## src/rtl/u712_chip_cycle_sm_if.sv

```systemverilog
// U712 CPU-to-chipset cycle bus: transfer request, slot/DMA status,
// access strobes and acknowledges.
interface u712_chip_cycle_sm_if;
    logic TS;
    logic RnW;
    logic REG_SEL;
    logic RAM_SEL;
    logic SLOT_OK;
    logic CASUn;
    logic CASLn;
    logic REG_CYCLE;
    logic CPU_CYCLE;
    logic RnW_OUT;
    logic DATA_LATCH;
    logic TACK;
    logic TEA;
    logic BUSY;

    modport master (
        output TS, RnW, REG_SEL, RAM_SEL, SLOT_OK, CASUn, CASLn,
        input  REG_CYCLE, CPU_CYCLE, RnW_OUT, DATA_LATCH, TACK, TEA, BUSY
    );

    modport slave (
        input  TS, RnW, REG_SEL, RAM_SEL, SLOT_OK, CASUn, CASLn,
        output REG_CYCLE, CPU_CYCLE, RnW_OUT, DATA_LATCH, TACK, TEA, BUSY
    );
endinterface

```

## src/rtl/u712_chip_cycle_sm.sv

```systemverilog
// U712 chipset cycle sequencer: IDLE -> WAIT_SLOT -> ACTIVE -> ACK.
// Optional WAIT_SLOT bus-error timeout under U712_CYCLE_TIMEOUT_EN.
module u712_chip_cycle_sm #(
    parameter int ACTIVE_CLKS  = 4,
    parameter int TIMEOUT_CLKS = 255
) (
    input  logic                 CLK40,
    input  logic                 RESET,
    u712_chip_cycle_sm_if.slave  bus
);

    typedef enum logic [1:0] {IDLE, WAIT_SLOT, ACTIVE, ACK} state_t;

    localparam logic [3:0] ACT_LAST = 4'(ACTIVE_CLKS - 1);

    if (ACTIVE_CLKS < 2 || ACTIVE_CLKS > 15) begin : g_bad_active
        $error("ACTIVE_CLKS out of range 2..15");
    end
    if (TIMEOUT_CLKS < 16 || TIMEOUT_CLKS > 255) begin : g_bad_timeout
        $error("TIMEOUT_CLKS out of range 16..255");
    end

    state_t     state, state_n;
    logic [3:0] cnt, cnt_n;
    logic       tgt_reg;
    logic       rnw_q;
    logic       accept;
    logic       slot_free;
    logic       timeout;

    logic reg_n, cpu_n, dl_n, tack_n, tea_n, busy_n;
    logic reg_q, cpu_q, dl_q, tack_q, tea_q, busy_q;

    assign accept    = bus.TS && (bus.REG_SEL || bus.RAM_SEL);
    assign slot_free = bus.SLOT_OK && bus.CASUn && bus.CASLn;

`ifdef U712_CYCLE_TIMEOUT_EN
    localparam logic [7:0] TO_LAST = 8'(TIMEOUT_CLKS - 1);
    logic [7:0] wcnt;

    // Idles at zero so the count is already cleared on WAIT_SLOT entry
    always_ff @(posedge CLK40) begin
        if (RESET)
            wcnt <= 8'd0;
        else if (state == WAIT_SLOT)
            wcnt <= wcnt + 8'd1;
        else
            wcnt <= 8'd0;
    end

    assign timeout = (state == WAIT_SLOT) && !slot_free && (wcnt == TO_LAST);
`else
    assign timeout = 1'b0;
`endif

    always_ff @(posedge CLK40) begin
        if (RESET) begin
            state <= IDLE;
            cnt   <= 4'd0;
        end else begin
            state <= state_n;
            cnt   <= cnt_n;
        end
    end

    always_comb begin
        state_n = state;
        cnt_n   = cnt;
        unique case (state)
            IDLE: begin
                if (accept)
                    state_n = WAIT_SLOT;
            end
            WAIT_SLOT: begin
                if (slot_free) begin
                    state_n = ACTIVE;
                    cnt_n   = ACT_LAST;
                end else if (timeout) begin
                    state_n = IDLE;
                end
            end
            ACTIVE: begin
                if (cnt == 4'd0)
                    state_n = ACK;
                else
                    cnt_n = cnt - 4'd1;
            end
            ACK: begin
                state_n = IDLE;
            end
        endcase
    end

    // Outputs are decoded from the next state and then registered
    always_comb begin
        logic in_cycle;
        in_cycle = (state_n == ACTIVE) || (state_n == ACK);
        reg_n    = in_cycle && tgt_reg;
        cpu_n    = in_cycle && !tgt_reg;
        dl_n     = (state_n == ACTIVE) && (cnt_n == 4'd0) && rnw_q;
        tack_n   = (state_n == ACK);
        tea_n    = timeout;
        busy_n   = (state_n != IDLE);
    end

    always_ff @(posedge CLK40) begin
        if (RESET) begin
            tgt_reg <= 1'b0;
            rnw_q   <= 1'b1;
            reg_q   <= 1'b0;
            cpu_q   <= 1'b0;
            dl_q    <= 1'b0;
            tack_q  <= 1'b0;
            tea_q   <= 1'b0;
            busy_q  <= 1'b0;
        end else begin
            if (state == IDLE && accept) begin
                tgt_reg <= bus.REG_SEL;
                rnw_q   <= bus.RnW;
            end
            reg_q  <= reg_n;
            cpu_q  <= cpu_n;
            dl_q   <= dl_n;
            tack_q <= tack_n;
            tea_q  <= tea_n;
            busy_q <= busy_n;
        end
    end

    assign bus.REG_CYCLE  = reg_q;
    assign bus.CPU_CYCLE  = cpu_q;
    assign bus.RnW_OUT    = rnw_q;
    assign bus.DATA_LATCH = dl_q;
    assign bus.TACK       = tack_q;
    assign bus.TEA        = tea_q;
    assign bus.BUSY       = busy_q;

endmodule

```

## src/flat_wrapper.sv

```systemverilog
// flat-port wrapper written by rule: the top's interface ports become plain ports
module u712_chip_cycle_sm_flat 
#(
    parameter int ACTIVE_CLKS  = 4,
    parameter int TIMEOUT_CLKS = 255
)
  (CLK40, RESET, bus_TS, bus_RnW, bus_REG_SEL, bus_RAM_SEL, bus_SLOT_OK, bus_CASUn, bus_CASLn, bus_REG_CYCLE, bus_CPU_CYCLE, bus_RnW_OUT, bus_DATA_LATCH, bus_TACK, bus_TEA, bus_BUSY);
  u712_chip_cycle_sm_if bus_i ();
  input  logic CLK40;
  input  logic RESET;
  input wire logic [$bits(bus_i.TS)-1:0] bus_TS;
  input wire logic [$bits(bus_i.RnW)-1:0] bus_RnW;
  input wire logic [$bits(bus_i.REG_SEL)-1:0] bus_REG_SEL;
  input wire logic [$bits(bus_i.RAM_SEL)-1:0] bus_RAM_SEL;
  input wire logic [$bits(bus_i.SLOT_OK)-1:0] bus_SLOT_OK;
  input wire logic [$bits(bus_i.CASUn)-1:0] bus_CASUn;
  input wire logic [$bits(bus_i.CASLn)-1:0] bus_CASLn;
  output wire logic [$bits(bus_i.REG_CYCLE)-1:0] bus_REG_CYCLE;
  output wire logic [$bits(bus_i.CPU_CYCLE)-1:0] bus_CPU_CYCLE;
  output wire logic [$bits(bus_i.RnW_OUT)-1:0] bus_RnW_OUT;
  output wire logic [$bits(bus_i.DATA_LATCH)-1:0] bus_DATA_LATCH;
  output wire logic [$bits(bus_i.TACK)-1:0] bus_TACK;
  output wire logic [$bits(bus_i.TEA)-1:0] bus_TEA;
  output wire logic [$bits(bus_i.BUSY)-1:0] bus_BUSY;
  assign bus_i.TS = bus_TS;
  assign bus_i.RnW = bus_RnW;
  assign bus_i.REG_SEL = bus_REG_SEL;
  assign bus_i.RAM_SEL = bus_RAM_SEL;
  assign bus_i.SLOT_OK = bus_SLOT_OK;
  assign bus_i.CASUn = bus_CASUn;
  assign bus_i.CASLn = bus_CASLn;
  assign bus_REG_CYCLE = bus_i.REG_CYCLE;
  assign bus_CPU_CYCLE = bus_i.CPU_CYCLE;
  assign bus_RnW_OUT = bus_i.RnW_OUT;
  assign bus_DATA_LATCH = bus_i.DATA_LATCH;
  assign bus_TACK = bus_i.TACK;
  assign bus_TEA = bus_i.TEA;
  assign bus_BUSY = bus_i.BUSY;
  u712_chip_cycle_sm #(.ACTIVE_CLKS(ACTIVE_CLKS), .TIMEOUT_CLKS(TIMEOUT_CLKS)) u_core (.CLK40(CLK40), .RESET(RESET), .bus(bus_i));
endmodule
```

## config.mk

```make
export PLATFORM = sky130hd
export DESIGN_NAME = u712_chip_cycle_sm_flat
export DESIGN_NICKNAME = d
export VERILOG_FILES = /design/src/rtl/u712_chip_cycle_sm_if.sv /design/src/rtl/u712_chip_cycle_sm.sv /design/src/flat_wrapper.sv
export SDC_FILE = /design/constraint.sdc
export NUM_CORES = 1
export LEC_CHECK = 0
export CAP_MARGIN = 20
export CORE_UTILIZATION = 40
export DETAILED_ROUTE_END_ITERATION = 16
export PLACE_DENSITY = 0.66
export SYNTH_ARGS = -nofsm -noshare
export SYNTH_HDL_FRONTEND = slang
export SYNTH_SLANG_ARGS = --single-unit
```

## constraint.sdc

```tcl
create_clock -name CLK40 -period 2.92 [get_ports CLK40]
set_clock_uncertainty 0.1 [all_clocks]
set_input_delay 0.584 -clock CLK40 [delete_from_list [all_inputs] [get_ports CLK40]]
set_output_delay 0.584 -clock CLK40 [all_outputs]
set_load 0.03 [all_outputs]
```

==> reports/qor.yml <==
run_status:
  outcome: "complete, but fails checks"
  violations: "design-rule violations"
sta:
  final.setup.tns_ns: 0
  min_period_ns: 2.027
  max_freq_mhz: 493.4
  fin_crit_sh: 0.6940
  rsz0062_at_grt: "false"
  setup_viol: 0
  slew_headroom: 0.6653
  finalHoldViolations: 0
  worst_slew_pin_slew_ns: 0.4942
  maxSlewViolCount: 0
setup_path:
  cp.arrival_ns: 1.34
  crit_chain: "clkdlybuf4s50_1"
  rrSetupSlack_ns: 1.00
  critPathBufInv: 1
  timing.rr.end: "u_core.bus.DATA_LATCH$_SDFF_PP0_"
  cp_max_fo: 3
  rr_worst_depth: 7
  r2r_start: "u_core.cnt[0]$_SDFF_PP0_"
  slowest_delay_ns: 0.69
  cp_slowest_cell: "clkdlybuf4s50_1"
  path_class: "flop to primary output"
  cp-end-kind: "primary output"
  worstPathRequired_ns: 2.24
  worstSetupStartpointType: "flop"
  cp_top_family: "buffers and inverters"
synth:
  syn_area_per_cell_um2: 9.005
  ys_ff_latch: 13
  synthesis.area_um2: 684.4
  yosys_warnings: 0
  syn_inst: 76
  ys_types: 34
  synth_nets: 90
  ys_seq_area_frac: 0.3803
run:
  cap_violations: 0
clock_tree:
  cts_sinks: 13
  h-tree-depth: 1
  root_buffer: "clkbuf_4"
  cts_tree: "yes"
  cts_buffers: 3
  clk_pin_slew_ns: 0.08
  cts_repair_resize_count: 0
  clock_latency_ns: 0.27
  cts_setup_buffers: 0
  clock_path_buffers: 2
  hold_buffers: 0
global_route:
  grt_first_pass_wirelength_um: 2214
  antenna_found_initial: 0
  overflow: 0
  grt_start_max_net_pins: 10
  grt_pass1_vias: 504
  grt_use_total: 0.1628
pwr:
  peakVddDrop_v: 0.0003066
  leakage_nw: 0.3437
  clkPwrFrac: 0.286
  p_comb_frac: 0.212
  p_int_mw: 0.2732
  powerDensity_nw_per_um2: 438.9
  finalPower_mw: 0.3773
  power_frac_seq: 0.502
  p_sw_mw: 0.1041
  switching_share: 0.2758
drt:
  wl_um: 1267
  remaining_drc_errors: 2
  wire_per_inst_um: 11.73
  ant_nets: 0
  vias: 581
  vias_per_cell: 5.380
  drt-initial-drc-count: 14
  dr.pass1.iters: 10
die:
  dieHeight_um: 43.37
  ios: 16
  die_w_um: 43.37
  start_util: 0.4390
  num_rows: 14
  dieArea_um2: 1881
  core_um2: 1559
final_layout:
  reg_top3: "u_core.cnt x4, u_core.state x2"
  mostFrequentLayoutCells: "clkdlybuf4s50_1, dfxtp_1, nor2_1"
  postLayoutCoreUtil: 0.5514
  final_cell_area_um2: 859.6
  regMostFlops: "u_core.cnt"
  layout_commonest_cell: "clkdlybuf4s50_1"
  antenna_cells: 0
  largest_reg_flops: 4
  drive_above_1_share: 0.1087
  area.growth.synth_to_final_pct: 25.59
  nets: 107
min_path:
  min_to: "u_core.bus.CPU_CYCLE$_SDFF_PP0_"
  hold_class: "flop to flop"
  whs_path_depth: 1
  hold_path_startpoint: "u_core.tgt_reg$_SDFFE_PP0P_"
placed_design:
  postPlaceCellArea_um2: 833.3
  hpwl_um: 1014
  numPortBuffers: 14
  gp_congestion: 0.7644
==> cell type report <==
class                      instances  area [um2]
sequential                        13       260.3
tap                               16       20.02
timing repair buffer              14       140.1
inverter                           8       30.03
multi-input combinational         53       382.9
fill                             144       699.4
clock buffer                       4       26.28
==> synth_stat cells <==
master,instances,area share
a2111oi_4,1,0.040
a211o_1,1,0.013
a211oi_1,1,0.011
a21o_2,1,0.013
a21oi_1,2,0.015
a221o_1,1,0.015
a22oi_1,1,0.011
and2_1,1,0.0091
and3_1,1,0.0091
and3_2,1,0.011
and3_4,1,0.016
buf_1,1,0.0055
buf_4,1,0.011
conb_1,1,0.0055
dfxtp_1,13,0.38
ha_1,5,0.091
inv_1,8,0.044
nand2_1,4,0.022
nand2b_1,1,0.0091
nand3_1,3,0.022
nand4_1,1,0.0091
nand4b_1,1,0.013
nor2_1,11,0.060
nor3_1,1,0.0073
nor3_2,1,0.015
nor3b_4,1,0.027
o211ai_1,1,0.011
o21a_1,1,0.011
o21ai_0,3,0.022
o21ai_2,1,0.013
o311ai_1,2,0.026
o31ai_1,1,0.011
o41ai_1,1,0.013
or3_1,1,0.0091
==> per-layer routing <==
metal  global-route usage  wire (um)  vias up  part of all wire
li1                     -          -      303                 -
met1               0.2083        597      262              0.47
met2               0.2515        617       16              0.49
met3              0.06250         52        0             0.041
met4              0.05625          0        0                 0
met5                    0          0        -                 0
==> power groups by stage <==
stage / Clock [mW] / Sequential [mW] / Combinational, mW
floorplan: 0 / 0.200 / 0.0451
global placement: 0 / 0.194 / 0.0805
detailed placement: 0 / 0.194 / 0.0796
CTS: 0.112 / 0.190 / 0.0799
global route: 0.125 / 0.190 / 0.0886
finish: 0.108 / 0.189 / 0.0798
==> worst max path at each step <==
| stage | cells past startpoint | startpoint | end | slack, ns |
|---|---|---|---|---|
| 2_1_floorplan | 7 | u_core.cnt[0]$_SDFF_PP0_ | u_core.bus.DATA_LATCH$_SDFF_PP0_ | 1.22 |
| 3_3_place_gp | 6 | bus_CASLn | u_core.bus.DATA_LATCH$_SDFF_PP0_ | 0.78 |
| 3_5_place_dp | 6 | bus_CASLn | u_core.bus.DATA_LATCH$_SDFF_PP0_ | 0.75 |
| 4_1_cts | 1 | u_core.bus.RnW_OUT$_SDFFE_PP1P_ | bus_RnW_OUT | 0.88 |
| 5_1_grt | 1 | u_core.bus.RnW_OUT$_SDFFE_PP1P_ | bus_RnW_OUT | 0.83 |
| 6_report | 1 | u_core.bus.RnW_OUT$_SDFFE_PP1P_ | bus_RnW_OUT | 0.89 |
==> kinds of logic (layout without fill, tap and decap cells) <==
group,Yosys count,count (layout),share of synthesized area
simple gates,29,29,0.2395
fa+ha+maj,5,5,0.09141
buf+inv,10,26,0.06033
other cells,1,1,0.005479
compound gates,18,18,0.2231
flops,13,13,0.3803
==> through the flow <==
stage	setup WS, ns	cells	hold slack (ns)
2_1_floorplan	1.221	76	0.3064
3_3_place_gp	0.7810	104	0.3375
3_5_place_dp	0.7539	104	0.3272
4_1_cts	0.8826	108	0.3391
5_1_grt	0.8264	108	0.3473
6_report	0.8934	108	0.3349
(Power assumes the default switching activity.)
